===== src/rtl/corelet_ctrl.sv =====
// corelet_ctrl: job sequencer for the corelet datapath (L0 -> MAC array -> OFIFO -> SFP).
// For each of num_tiles passes it fetches one weight tile from xmem into L0, loads it into
// the MAC array, fetches and executes act_len activations, drains the OFIFO into psum memory,
// and finally replays psum memory through the SFP accumulator, one output row at a time.
//
// Ports:
//   clk, reset      clock; synchronous active-high reset (wins over any running job)
//   start           job start, sampled only while idle
//   mode            MAC mode, latched at start and driven on inst[34]
//   num_tiles       tile passes (0 is treated as 1)
//   act_len         activations per tile (1..l0_depth-1)
//   l0_full         L0 full flag; an L0 write while full raises err
//   ofifo_valid     OFIFO has data
//   inst            35-bit corelet instruction word
//   xmem_cen/addr   activation/weight memory read enable (active-low) and address
//   pmem_cen/wen    psum memory read / write enables (active-low)
//   pmem_addr       psum memory address
//   sfp_clr         one-cycle pulse when the SFP output of a row is complete
//   busy            high whenever a job is in progress
//   done            one-cycle pulse as the sequencer returns to idle
//   err             sticky L0 overflow flag, cleared only by reset
module corelet_ctrl #(
  parameter int row      = 8,
  parameter int col      = 8,
  parameter int len_bw   = 8,
  parameter int addr_bw  = 11,
  parameter int l0_depth = 64
) (
  input  logic               clk,
  input  logic               reset,
  input  logic               start,
  input  logic               mode,
  input  logic [3:0]         num_tiles,
  input  logic [len_bw-1:0]  act_len,
  input  logic               l0_full,
  input  logic               ofifo_valid,
  output logic [34:0]        inst,
  output logic               xmem_cen,
  output logic [addr_bw-1:0] xmem_addr,
  output logic               pmem_cen,
  output logic               pmem_wen,
  output logic [addr_bw-1:0] pmem_addr,
  output logic               sfp_clr,
  output logic               busy,
  output logic               done,
  output logic               err
);

  localparam int CW = len_bw + 2;
  localparam logic [CW-1:0]     COL_C    = CW'(col);
  localparam logic [CW-1:0]     SETTLE_C = CW'(row + col - 1);
  localparam logic [len_bw-1:0] LEN_MAX  = len_bw'(l0_depth - 1);

  typedef enum logic [3:0] {
    IDLE, W_FILL, W_LOAD, W_SETTLE, A_FILL, A_EXEC, DRAIN, ACC, DONE
  } state_t;

  state_t state, state_n;

  logic               mode_q, mode_n;
  logic [3:0]         ntiles, ntiles_n;
  logic [len_bw-1:0]  alen, alen_n;
  logic [3:0]         t, t_n;
  logic [CW-1:0]      k, k_n;          // inner count: reads issued / cycles spent
  logic [CW-1:0]      j, j_n;          // pmem writes issued in DRAIN
  logic [addr_bw-1:0] pbase, pbase_n;  // t*act_len, kept as a running sum
  logic [CW-1:0]      o, o_n;          // ACC output row
  logic [3:0]         u, u_n;          // ACC tile within the row
  logic [addr_bw-1:0] rptr, rptr_n;    // u*act_len+o, kept as a running sum
  logic               rd_last, rd_last_n;   // current pmem read is the row's last tile
  logic               acc_last, acc_last_n; // current acc is the row's last tile

  logic [34:0]        inst_n;
  logic               xmem_cen_n, pmem_cen_n, pmem_wen_n;
  logic [addr_bw-1:0] xmem_addr_n, pmem_addr_n;
  logic               sfp_clr_n, busy_n, done_n, err_n;

  logic [3:0]         nt_in;
  logic [len_bw-1:0]  al_in;
  logic [CW-1:0]      alen_ext;

  // Degenerate job sizes are coerced: zero tiles runs one, zero length would never
  // reach DONE, and a length beyond L0 capacity would overrun it.
  assign nt_in    = (num_tiles == 4'd0) ? 4'd1 : num_tiles;
  assign al_in    = (act_len == '0) ? len_bw'(1) :
                    ((act_len > LEN_MAX) ? LEN_MAX : act_len);
  assign alen_ext = CW'(alen);

  always_comb begin
    state_n    = state;
    mode_n     = mode_q;
    ntiles_n   = ntiles;
    alen_n     = alen;
    t_n        = t;
    k_n        = k;
    j_n        = j;
    pbase_n    = pbase;
    o_n        = o;
    u_n        = u;
    rptr_n     = rptr;
    rd_last_n  = 1'b0;
    acc_last_n = rd_last;

    inst_n      = '0;
    inst_n[34]  = mode_q;
    // xmem and pmem both have one cycle of read latency: the L0 write and the SFP
    // accumulate follow the corresponding read issue by exactly one cycle.
    inst_n[2]   = ~xmem_cen;
    inst_n[33]  = ~pmem_cen;
    xmem_cen_n  = 1'b1;
    xmem_addr_n = xmem_cen ? xmem_addr : xmem_addr + addr_bw'(1);
    pmem_cen_n  = 1'b1;
    pmem_wen_n  = 1'b1;
    pmem_addr_n = pmem_addr;
    sfp_clr_n   = acc_last;
    done_n      = 1'b0;
    err_n       = err | (l0_full & inst[2]);

    case (state)
      IDLE: begin
        if (start) begin
          mode_n      = mode;
          inst_n[34]  = mode;
          ntiles_n    = nt_in;
          alen_n      = al_in;
          t_n         = '0;
          k_n         = '0;
          j_n         = '0;
          pbase_n     = '0;
          xmem_addr_n = '0;
          state_n     = W_FILL;
        end
      end
      W_FILL: begin
        if (k < COL_C) begin
          xmem_cen_n = 1'b0;
          k_n        = k + CW'(1);
        end else if (xmem_cen && inst[2]) begin
          // last weight word is being written into L0 this cycle
          k_n     = '0;
          state_n = W_LOAD;
        end
      end
      W_LOAD: begin
        if (k < COL_C) begin
          inst_n[3] = 1'b1;
          inst_n[0] = 1'b1;
          k_n       = k + CW'(1);
        end else begin
          k_n     = '0;
          state_n = W_SETTLE;
        end
      end
      W_SETTLE: begin
        if (k == SETTLE_C) begin
          k_n     = '0;
          state_n = A_FILL;
        end else begin
          k_n = k + CW'(1);
        end
      end
      A_FILL: begin
        if (k < alen_ext) begin
          xmem_cen_n = 1'b0;
          k_n        = k + CW'(1);
        end else if (xmem_cen && inst[2]) begin
          k_n     = '0;
          state_n = A_EXEC;
        end
      end
      A_EXEC: begin
        if (k < alen_ext) begin
          inst_n[3] = 1'b1;
          inst_n[1] = 1'b1;
          k_n       = k + CW'(1);
        end else begin
          k_n     = '0;
          j_n     = '0;
          state_n = DRAIN;
        end
      end
      DRAIN: begin
        if (ofifo_valid && (k < alen_ext)) begin
          inst_n[6] = 1'b1;
          k_n       = k + CW'(1);
        end
        if (inst[6]) begin
          pmem_wen_n  = 1'b0;
          pmem_addr_n = pbase + addr_bw'(j);
          j_n         = j + CW'(1);
        end
        // the final write is on the bus this cycle and no read is outstanding
        if (!pmem_wen && (j == alen_ext)) begin
          k_n = '0;
          j_n = '0;
          if (t < ntiles - 4'd1) begin
            t_n     = t + 4'd1;
            pbase_n = pbase + addr_bw'(alen);
            state_n = W_FILL;
          end else begin
            o_n     = '0;
            u_n     = '0;
            rptr_n  = '0;
            state_n = ACC;
          end
        end
      end
      ACC: begin
        if (o < alen_ext) begin
          pmem_cen_n  = 1'b0;
          pmem_addr_n = rptr;
          if (u == ntiles - 4'd1) begin
            rd_last_n = 1'b1;
            u_n       = '0;
            o_n       = o + CW'(1);
            rptr_n    = addr_bw'(o + CW'(1));
          end else begin
            u_n    = u + 4'd1;
            rptr_n = rptr + addr_bw'(alen);
          end
        end else if (pmem_cen && !acc_last && sfp_clr) begin
          // read/acc pipeline empty and the final row's sfp_clr is out
          state_n = DONE;
        end
      end
      DONE: begin
        done_n  = 1'b1;
        state_n = IDLE;
      end
      default: state_n = IDLE;
    endcase

    busy_n = (state_n != IDLE);
  end

  always_ff @(posedge clk) begin
    if (reset) begin
      state     <= IDLE;
      mode_q    <= 1'b0;
      ntiles    <= '0;
      alen      <= '0;
      t         <= '0;
      k         <= '0;
      j         <= '0;
      pbase     <= '0;
      o         <= '0;
      u         <= '0;
      rptr      <= '0;
      rd_last   <= 1'b0;
      acc_last  <= 1'b0;
      inst      <= '0;
      xmem_cen  <= 1'b1;
      xmem_addr <= '0;
      pmem_cen  <= 1'b1;
      pmem_wen  <= 1'b1;
      pmem_addr <= '0;
      sfp_clr   <= 1'b0;
      busy      <= 1'b0;
      done      <= 1'b0;
      err       <= 1'b0;
    end else begin
      state     <= state_n;
      mode_q    <= mode_n;
      ntiles    <= ntiles_n;
      alen      <= alen_n;
      t         <= t_n;
      k         <= k_n;
      j         <= j_n;
      pbase     <= pbase_n;
      o         <= o_n;
      u         <= u_n;
      rptr      <= rptr_n;
      rd_last   <= rd_last_n;
      acc_last  <= acc_last_n;
      inst      <= inst_n;
      xmem_cen  <= xmem_cen_n;
      xmem_addr <= xmem_addr_n;
      pmem_cen  <= pmem_cen_n;
      pmem_wen  <= pmem_wen_n;
      pmem_addr <= pmem_addr_n;
      sfp_clr   <= sfp_clr_n;
      busy      <= busy_n;
      done      <= done_n;
      err       <= err_n;
    end
  end

endmodule

===== config.mk =====
export PLATFORM = sky130hd
export DESIGN_NAME = corelet_ctrl
export DESIGN_NICKNAME = d
export VERILOG_FILES = /design/src/rtl/corelet_ctrl.sv
export SDC_FILE = /design/constraint.sdc
export NUM_CORES = 1
export LEC_CHECK = 0
export ABC_AREA = 1
export ABC_CLOCK_PERIOD_IN_PS = 2800
export BUFFER_PORTS_ARGS = -buffer_cell sky130_fd_sc_hd__buf_2
export CAP_MARGIN = 20
export CORE_ASPECT_RATIO = 2
export CORE_MARGIN = 5
export CORE_UTILIZATION = 60
export CTS_CLUSTER_SIZE = 30
export DETAILED_ROUTE_END_ITERATION = 12
export GPL_TIMING_DRIVEN = 0
export PLACE_DENSITY_LB_ADDON = 0.12
export SKIP_CTS_REPAIR_TIMING = 1
export SYNTH_ARGS = -nofsm -noshare
export SYNTH_HDL_FRONTEND = slang
export SYNTH_SLANG_ARGS = --single-unit
export TNS_END_PERCENT = 5

===== constraint.sdc =====
create_clock -name clk -period 2.8 [get_ports clk]
set_clock_uncertainty 0.15 [all_clocks]
set_input_delay 0.56 -clock clk [delete_from_list [all_inputs] [get_ports clk]]
set_output_delay 0.56 -clock clk [all_outputs]
set_load 0.05 [all_outputs]

==> impl_metrics.toml, run 1 <==
[outcome]
outcome = "finished, final reports clean"

[drt]
dr.first_iter.drc_count = 587
wl_met1_mm = 8.28
topRoutingLayerUsed = "met4"
met2_length_mm = 12.7
drc_errors = 0
routed-via-count = 8294
drtPass1Iterations = 6
detail_route.vias_per_cell = 5.67
avgRoutedWirePerCell_um = 16.7
totalWireLength_mm = 24.5
drtAntennaViolNets = 0
met3_length_mm = 1.18

[final_layout]
antenna_cells = 0
fillers = 1162
synthToLayoutAreaGrowth_pct = 15.2
layout_cells_sized_above_1_pct = 13.6
fin_nets = 1370
final_cells = 1464

[floorplan]
design.portCount = 82
core-area_mm2 = 0.0129
dieArea_mm2 = 0.0156
chipWidth_um = 90.7
placement_rows = 59
dieHeight_um = 171
floorplan.initialDensity_pct = 60.6

[sta]
slew_viol_final = 0
final.hold.worst_slack_ps = 220
clock.fmax_mhz = 379
tightestPinTransition_ps = 808
max-slew-margin-rel_pct = 46.1
timing.final.setup_violations = 0
grt_setup_unrepaired = "no"
fin_crit_ps = 2640
timing.final.crit_share_pct = 94.3
hold_violations = 0

[synth]
synth-edff-count = 0
mappedNetlistArea_mm2 = 0.00782
synthTopCellsByArea = "dfxtp_1 29%, nand2_1 15%, ha_1 8.0%"
synth-seq-area-share_pct = 29.2
synth_cells = 1201
synth.distinct_cells = 47
number_of_flip_flops_and_latches_in_the_synthesized_netlist = 114
ys_warn_count = 0
synth_async_sr_flop_share_pct = 0
netlist.top_cell.by_area = "dfxtp_1"
synth_area_per_cell_um2 = 6.51
synth_top_cell_area_share_pct = 29.2
synth_ff_type = "dfxtp_1"

[pwr]
cell_internal_pwr_mw = 3.13
report.power.total_mw = 4.45
power.share.switching_pct = 29.6
p_switching_mw = 1.32
clockPowerShare_pct = 50.3
vdd_ir_drop_max_v = 0.000544
power_frac_seq_pct = 37.9
pwr-share-comb_pct = 11.8
powerDensity_mw_per_mm2 = 494
leakagePower_nw = 4.34

[global_routing]
global_route.usage.total_pct = 31.8
grt_max_degree = 17
first_pass_grt_wire_length_mm = 39.0
global_route.overflow_total = 0
grt_pass1_vias = 8080
antenna_found_initial = 0

[placed_design]
finalWeightedCongestion = 0.977
post-dp-hpwl_mm = 19.2
place_inst = 1432
port_buffers = 52

[critical_path]
reg2reg_depth = 11
crit_top_cell = "inv_1"
crit_chain = "inv_1 > ha_1 > nand4_1 > nor2_1 > nand2_1 > nand4_2 > nand2_2 > o21ai_2 > inv_1 > o21ai_0 > a21oi_1"
cp_data_required_time_ps = 2950
cp.buffers_inverters = 2
critPathArrivalTime_ps = 2790
setup.worst_path.end_class = "register"
slowest_stage = "dfxtp_1"
criticalPathCategory = "reg -> reg"
critical_path.top_delay_family = "simple AND/OR/NAND/NOR gates"
cp-start-kind = "register"
cp.depth = 11
crit_path_max_fo = 6
cp_slowest_stage_delay_ps = 470

[clock_tree]
cts_tree = "built"
ctsLongestPathBuffers = 2
clkSlewWorstSetupHoldPaths_ps = 60
numCtsBuffers = 17
cts_root_buffer = "clkbuf_16"
count_of_h_tree_levels_built_during_cts = 4
numClockSinks = 114
clock_latency_ps = 420

[min_path]
hold_path.class = "in -> reg"
holdPathStages = 3

[run]
max_capacitance_violation_count = 0
[per-stage QoR]
step / utilization [%] / cell area (um^2) / worst slack, ps / TNS (ps)
2_1_floorplan: - / 7920 / 573 / 0
3_3_place_gp: 64.8 / 8370 / -95.5 / -103
3_5_place_dp: 64.8 / 8370 / -83.3 / -229
4_1_cts: 69.5 / 8970 / -102 / -865
5_1_grt: 69.7 / 9010 / 1.35 / 0
6_report: 69.7 / 9010 / 160 / 0
[worst min-delay path, stage by stage]
cell	delay (ps)
buf_2	80
a21oi_1	50
nor2_1	70
[registers in the layout, indices dropped and copies added (netlist names), 7 cells and up]
signal     count
xmem_addr     11
pbase         11
alen           8
rptr          11
j             10
o             10
inst           7
k             10
pmem_addr     11
[layout by cell type (no fill, tap or decap), types with 4 or more instances in the layout]
cell,netlist,final
nand3_1,93,93
dfxtp_2,0,5
nor3_1,21,21
buf_2,5,57
clkbuf_16,0,17
inv_1,135,135
nor2_2,4,6
ha_1,50,50
a21oi_1,77,77
xor2_1,21,21
o21ai_2,4,4
xnor2_1,9,8
a211oi_1,4,4
buf_4,33,33
o21ai_0,70,69
o2111ai_1,4,4
dfxtp_1,114,108
o21bai_1,4,4
o211ai_1,4,4
conb_1,1,28
nor2_4,6,6
nor2_1,158,156
buf_6,4,4
nand2_1,304,301
clkbuf_1,13,13
inv_2,6,6
inv_6,0,5
nand2_2,8,11
nand4_1,14,14
[synth_stat cells, types with 5 or more instances]
master / instances
nand2_1: 304
nor2_1: 158
inv_1: 135
dfxtp_1: 114
nand3_1: 93
a21oi_1: 77
o21ai_0: 70
ha_1: 50
buf_4: 33
nor3_1: 21
xor2_1: 21
nand4_1: 14
clkbuf_1: 13
xnor2_1: 9
nand2_2: 8
inv_2: 6
nor2_4: 6
buf_2: 5
[cells by family after synthesis]
logic type	synth area share [%]
adders and majority gates	8.77
DFF	29.2
and+or+nand+nor	34.2
other	0.0479
AOI/OAI and AO/OA	13.0
xor gates and xnor gates	3.36
buffers and inverters	11.5
[metal layers]
| layer | up-vias | GRT usage, % |
|---|---|---|
| met5 | - | 0 |
| met4 | 0 | 29.7 |
| met3 | 147 | 4.73 |
| met2 | 347 | 58.2 |
| met1 | 3755 | 29.4 |
| li1 | 4045 | - |
[layout make-up]
class                      instances  area, um^2  area share, %
buffer                            55         367           4.07
multi-input combinational        918        4770           53.0
sequential                       114        2290           25.4
timing repair buffer              52         260           2.89
clock buffer                      17         425           4.72
inverter                         141         529           5.87
tap                              152         190           2.11
clock inverter                    15         173           1.92
[final timing paths]
kind,slack (ps),to,start
worst max-delay path,160,j[2]$_SDFFE_PP0P_,alen[2]$_SDFFE_PP0P_
worst min-delay path,220,err$_SDFF_PP0_,l0_full
worst max register to register,160,j[2]$_SDFFE_PP0P_,alen[2]$_SDFFE_PP0P_
worst min register to register,260,acc_last$_SDFF_PP0_,acc_last_n$_SDFF_PP0_
[power by group through the flow]
stage / sequential [mW] / combinational, mW / clock, mW
CTS: 1.69 / 0.514 / 2.24
finish: 1.69 / 0.527 / 2.24
global route: 1.69 / 0.578 / 2.32
floorplan: 1.72 / 0.376 / 0
detailed placement: 1.72 / 0.510 / 0
global placement: 1.72 / 0.507 / 0
(Power assumes the default switching activity.)
==> inputs of run 2 (changes only) <==
SETUP_SLACK_MARGIN = 0.5   (was not set)
==> impl_metrics.toml, run 2 (synthesized netlist as in run 1, its figures left out) <==
[outcome]
outcome = "finished, final reports clean"

[final_layout]
mostFrequentLayoutCell = "nand2_1"
layout_cells_sized_above_1_pct = 19.6
fillers = 1040
synthToLayoutAreaGrowth_pct = 22.5
fin_nets = 1398
most-common-layout-cells = "290 x nand2_1, 148 x nor2_1, 125 x inv_1, 100 x dfxtp_1, 88 x nand3_1"
antenna_cells = 0

[critical_path]
regToRegStartpoint = "alen[3]$_SDFFE_PP0P_"
worstReg2RegEnd = "o[2]$_SDFFE_PP0P_"
crit_path_max_fo = 10
critPathArrivalTime_ps = 2540
setup.worst_path.end_class = "register"
reg2reg_depth = 11
rrSetupSlack_ps = 410
criticalPathCategory = "reg -> reg"
cp-start-kind = "register"
cp_data_required_time_ps = 2950

[placed_design]
finalWeightedCongestion = 0.977
post-dp-hpwl_mm = 19.2
place_ws_ps = -83.3
port_buffers = 52

[pwr]
leakagePower_nw = 4.53
vdd_ir_drop_max_v = 0.000543
report.power.total_mw = 4.57
powerDensity_mw_per_mm2 = 477

[drt]
drtAntennaViolNets = 0
dr.first_iter.drc_count = 728
drtPass1Iterations = 6
avgRoutedWirePerCell_um = 17.5
drc_errors = 0
detail_route.vias_per_cell = 5.79
routed-via-count = 8640
totalWireLength_mm = 26.1

[sta]
slew_viol_final = 0
tightestPinTransition_ps = 863
max-slew-margin-rel_pct = 42.4
grt_setup_unrepaired = "yes"
timing.final.crit_share_pct = 85.5
clock.fmax_mhz = 418
final.hold.worst_slack_ps = 217
timing.final.setup_violations = 0
fin_crit_ps = 2390
final.setup.worst_slack_ps = 405
hold_violations = 0

[clock_tree]
numClockSinks = 114
clock_latency_ps = 420
cts_root_buffer = "clkbuf_16"
clkSlewWorstSetupHoldPaths_ps = 60
ctsLongestPathBuffers = 2
cts_tree = "built"
count_of_h_tree_levels_built_during_cts = 4
numCtsBuffers = 17

[floorplan]
dieArea_mm2 = 0.0156
design.portCount = 82
core-area_mm2 = 0.0129
floorplan.initialDensity_pct = 60.6
placement_rows = 59
chipWidth_um = 90.7
dieHeight_um = 171

[global_routing]
global_route.overflow_total = 0
first_pass_grt_wire_length_mm = 39.0
antenna_found_initial = 0
global_route.usage.total_pct = 31.8
grt_pass1_vias = 8080
grt_max_degree = 17

[min_path]
hold_path.class = "in -> reg"
holdPathStages = 3
whs_endpoint = "err$_SDFF_PP0_"
min-delay-start = "l0_full"

[run]
max_capacitance_violation_count = 0
run 2: changes by cell type in the layout (fill, tap and decap cells not counted), sizes merged:
cell,previous run,this run
nor2,168,169
clkinvlp,2,3
inv,148,147
buf,94,121
run 2: how the worst max path moves through the flow:
| stage | startpoint | slack (ps) | endpoint | cells after the start |
|---|---|---|---|---|
| floorplan | ntiles[0]$_SDFFE_PP0P_ | 570 | pbase[8]$_SDFFE_PP0P_ | 15 |
| global placement | alen[1]$_SDFFE_PP0P_ | -100 | busy$_SDFF_PP0_ | 13 |
| detailed placement | alen[1]$_SDFFE_PP0P_ | -80 | busy$_SDFF_PP0_ | 13 |
| CTS | alen[1]$_SDFFE_PP0P_ | -100 | busy$_SDFF_PP0_ | 13 |
| global route | k[6]$_SDFFE_PP0P_ | 330 | k[1]$_SDFFE_PP0P_ | 12 |
| finish | alen[3]$_SDFFE_PP0P_ | 410 | o[2]$_SDFFE_PP0P_ | 11 |
run 2: layout make-up:
| cell class | instances | area, um^2 | share of cell area (%) |
|---|---|---|---|
| multi-input cells | 919 | 5070 | 53.0 |
| flip-flops and latches | 114 | 2320 | 24.2 |
| inverters | 141 | 533 | 5.56 |
| repair buffers | 79 | 472 | 4.92 |
| clock buffers | 17 | 425 | 4.44 |
| plain buffers | 55 | 397 | 4.14 |
| well taps | 152 | 190 | 1.98 |
| clock inverters | 15 | 173 | 1.80 |
run 2: critical path, stage by stage (launching register included):
cell        delay, ps
dfxtp_4           390
clkinvlp_4        180
ha_4              290
a21oi_2           120
o21ai_1            90
nand2_1           120
nand3_4           110
o21ai_2           180
nand3_2           140
buf_6             180
a21oi_1           220
nor2_1             90
run 2: metrics by stage:
stage                     instance area (um^2)  std cells  setup TNS [ps]  util [%]
after floorplan                           7920       1228               0         -
after global placement                    8370       1432            -103      64.8
after detailed placement                  8370       1432            -229      64.8
after CTS                                 8970       1464            -865      69.5
after global routing                      9580       1492               0      74.2
final                                     9580       1492               0      74.2
run 2: routing by layer:
| layer | wire length, um | global-route usage [%] | up-vias |
|---|---|---|---|
| met5 | 0 | 0 | - |
| met4 | 2470 | 29.7 | 0 |
| met3 | 1370 | 4.73 | 173 |
| met2 | 13500 | 58.2 | 428 |
| met1 | 8760 | 29.4 | 3925 |
| li1 | - | - | 4114 |
run 2: power breakdown:
part	internal, mW	switching (mW)
sequential	1.65	0.0403
clock	1.34	0.907
combinational	0.213	0.427
==> inputs of run 3 (changes only) <==
CORE_UTILIZATION = 55   (was 60)
GPL_TIMING_DRIVEN = not set   (was 0)
HOLD_SLACK_MARGIN = 0.02   (was not set)
==> impl_metrics.toml, run 3 (synthesized netlist as in run 1, its figures left out) <==
[drt]
drtAntennaViolNets = 0
dr.first_iter.drc_count = 432
drc_errors = 0
detail_route.vias_per_cell = 5.50
drtPass1Iterations = 7
avgRoutedWirePerCell_um = 16.9
totalWireLength_mm = 25.2
routed-via-count = 8211

[critical_path]
critPathArrivalTime_ps = 2480
criticalPathCategory = "reg -> reg"
critical_path.startpoint = "ntiles[0]$_SDFFE_PP0P_"
regToRegStartpoint = "ntiles[0]$_SDFFE_PP0P_"
cp-start-kind = "register"
crit_path_max_fo = 8
setup.worst_path.end_class = "register"
cp_data_required_time_ps = 2930

[pwr]
leakagePower_nw = 4.42
pwr-share-comb_pct = 12.1
p_switching_mw = 1.35
cell_internal_pwr_mw = 3.33
clockPowerShare_pct = 52.1
power_frac_seq_pct = 35.7
power.share.switching_pct = 28.9
powerDensity_mw_per_mm2 = 496
vdd_ir_drop_max_v = 0.000544

[final_layout]
most-common-layout-cells = "294 x nand2_1, 154 x nor2_1, 127 x inv_1, 108 x dfxtp_1, 91 x nand3_1"
synthToLayoutAreaGrowth_pct = 20.5
mostFrequentLayoutCell = "nand2_1"
fin_nets = 1361
antenna_cells = 0
final_cell_area_mm2 = 0.00943
layout_cells_sized_above_1_pct = 17.0

[run]
max_capacitance_violation_count = 0

[clock_tree]
clkSlewWorstSetupHoldPaths_ps = 60
clock_latency_ps = 420
count_of_h_tree_levels_built_during_cts = 4
numClockSinks = 114
cts_tree = "built"
numCtsBuffers = 17
ctsLongestPathBuffers = 2
cts_root_buffer = "clkbuf_16"

[floorplan]
placement_rows = 61
dieArea_mm2 = 0.0169
dieHeight_um = 179
core-area_mm2 = 0.0140
design.portCount = 82
chipWidth_um = 94.3
floorplan.initialDensity_pct = 56.0

[global_routing]
first_pass_grt_wire_length_mm = 37.6
grt_pass1_vias = 7669
global_route.usage.total_pct = 29.0
global_route.overflow_total = 0
grt_max_degree = 52
antenna_found_initial = 0

[sta]
slew_viol_final = 0
clock.fmax_mhz = 425
hold_violations = 0
tightestPinTransition_ps = 639
final.setup.worst_slack_ps = 447
timing.final.crit_share_pct = 84.1
grt_setup_unrepaired = "yes"
totalNegativeSetupSlack_ps = 0
fin_crit_ps = 2350
timing.final.setup_violations = 0
max-slew-margin-rel_pct = 57.4

[outcome]
outcome = "finished, final reports clean"

[placed_design]
port_buffers = 53
place_ws_ps = 98.0
standard_cell_area_after_detailed_placement_mm2 = 0.00826
post-dp-hpwl_mm = 18.2
finalWeightedCongestion = 0.986

[min_path]
min-delay-start = "mode"
hold_path.class = "in -> reg"
-- run 3: cell count changes in the layout (fill, tap and decap cells not counted), sizes merged, moves of 2 or more --
cell | before | now
bufinv | 2 | 4
inv | 147 | 150
clkbuf | 30 | 19
buf | 121 | 93
clkinvlp | 3 | 0
-- run 3: cell type report --
class	count	area, um^2
Sequential cell	114	2290
Timing Repair inverter	1	6.26
Tap cell	189	236
Multi-Input combinational cell	920	5060
Inverter	141	537
Timing Repair Buffer	95	653
Fill cell	1271	4540
Clock buffer	17	425
Clock inverter	15	218
-- run 3: per-layer routing --
layer  global-route usage [%]  share of wire [%]
met3                     3.99                4.9
met4                     21.7                8.6
met1                     28.0                 34
met2                     53.9                 53
met5                        0                  0
-- run 3: path summary, 6_finish.rpt --
check	slack, ps	cells after the start	end
setup / recovery	450	14	rptr[5]$_SDFFE_PP0P_
hold / removal	210	3	inst[34]$_SDFFE_PP0P_
setup reg to reg	450	14	rptr[5]$_SDFFE_PP0P_
hold reg to reg	260	2	acc_last$_SDFF_PP0_
-- run 3: critical path, cell delays in order, from the launching register on --
cell and delay [ps]:
dfxtp_2 350, inv_2 60, ha_4 170, xnor2_2 140, ha_1 300, nand2_1 90, a21oi_2 40, nor2_2 160
nand2_2 140, nand2_2 110, nor2_4 40, buf_6 130, clkbuf_16 160, o21ai_1 110, nor2_1 60
-- run 3: power by group through the flow --
stage                     combinational [mW]  sequential (mW)  clock [mW]
after global routing                   0.613             1.67        2.52
after global placement                 0.488             1.70           0
final                                  0.568             1.67        2.44
after CTS                              0.495             1.67        2.45
after detailed placement               0.493             1.71           0
after floorplan                        0.376             1.72           0
-- run 3: metrics by stage --
| stage | hold slack, ps | utilization, % | power [mW] | cells |
|---|---|---|---|---|
| 2_1_floorplan | 238 | - | 2.09 | 1228 |
| 3_3_place_gp | 248 | 59.1 | 2.19 | 1438 |
| 3_5_place_dp | 251 | 59.1 | 2.20 | 1438 |
| 4_1_cts | 213 | 63.7 | 4.61 | 1470 |
| 5_1_grt | 217 | 67.5 | 4.81 | 1492 |
| 6_report | 213 | 67.5 | 4.68 | 1492 |
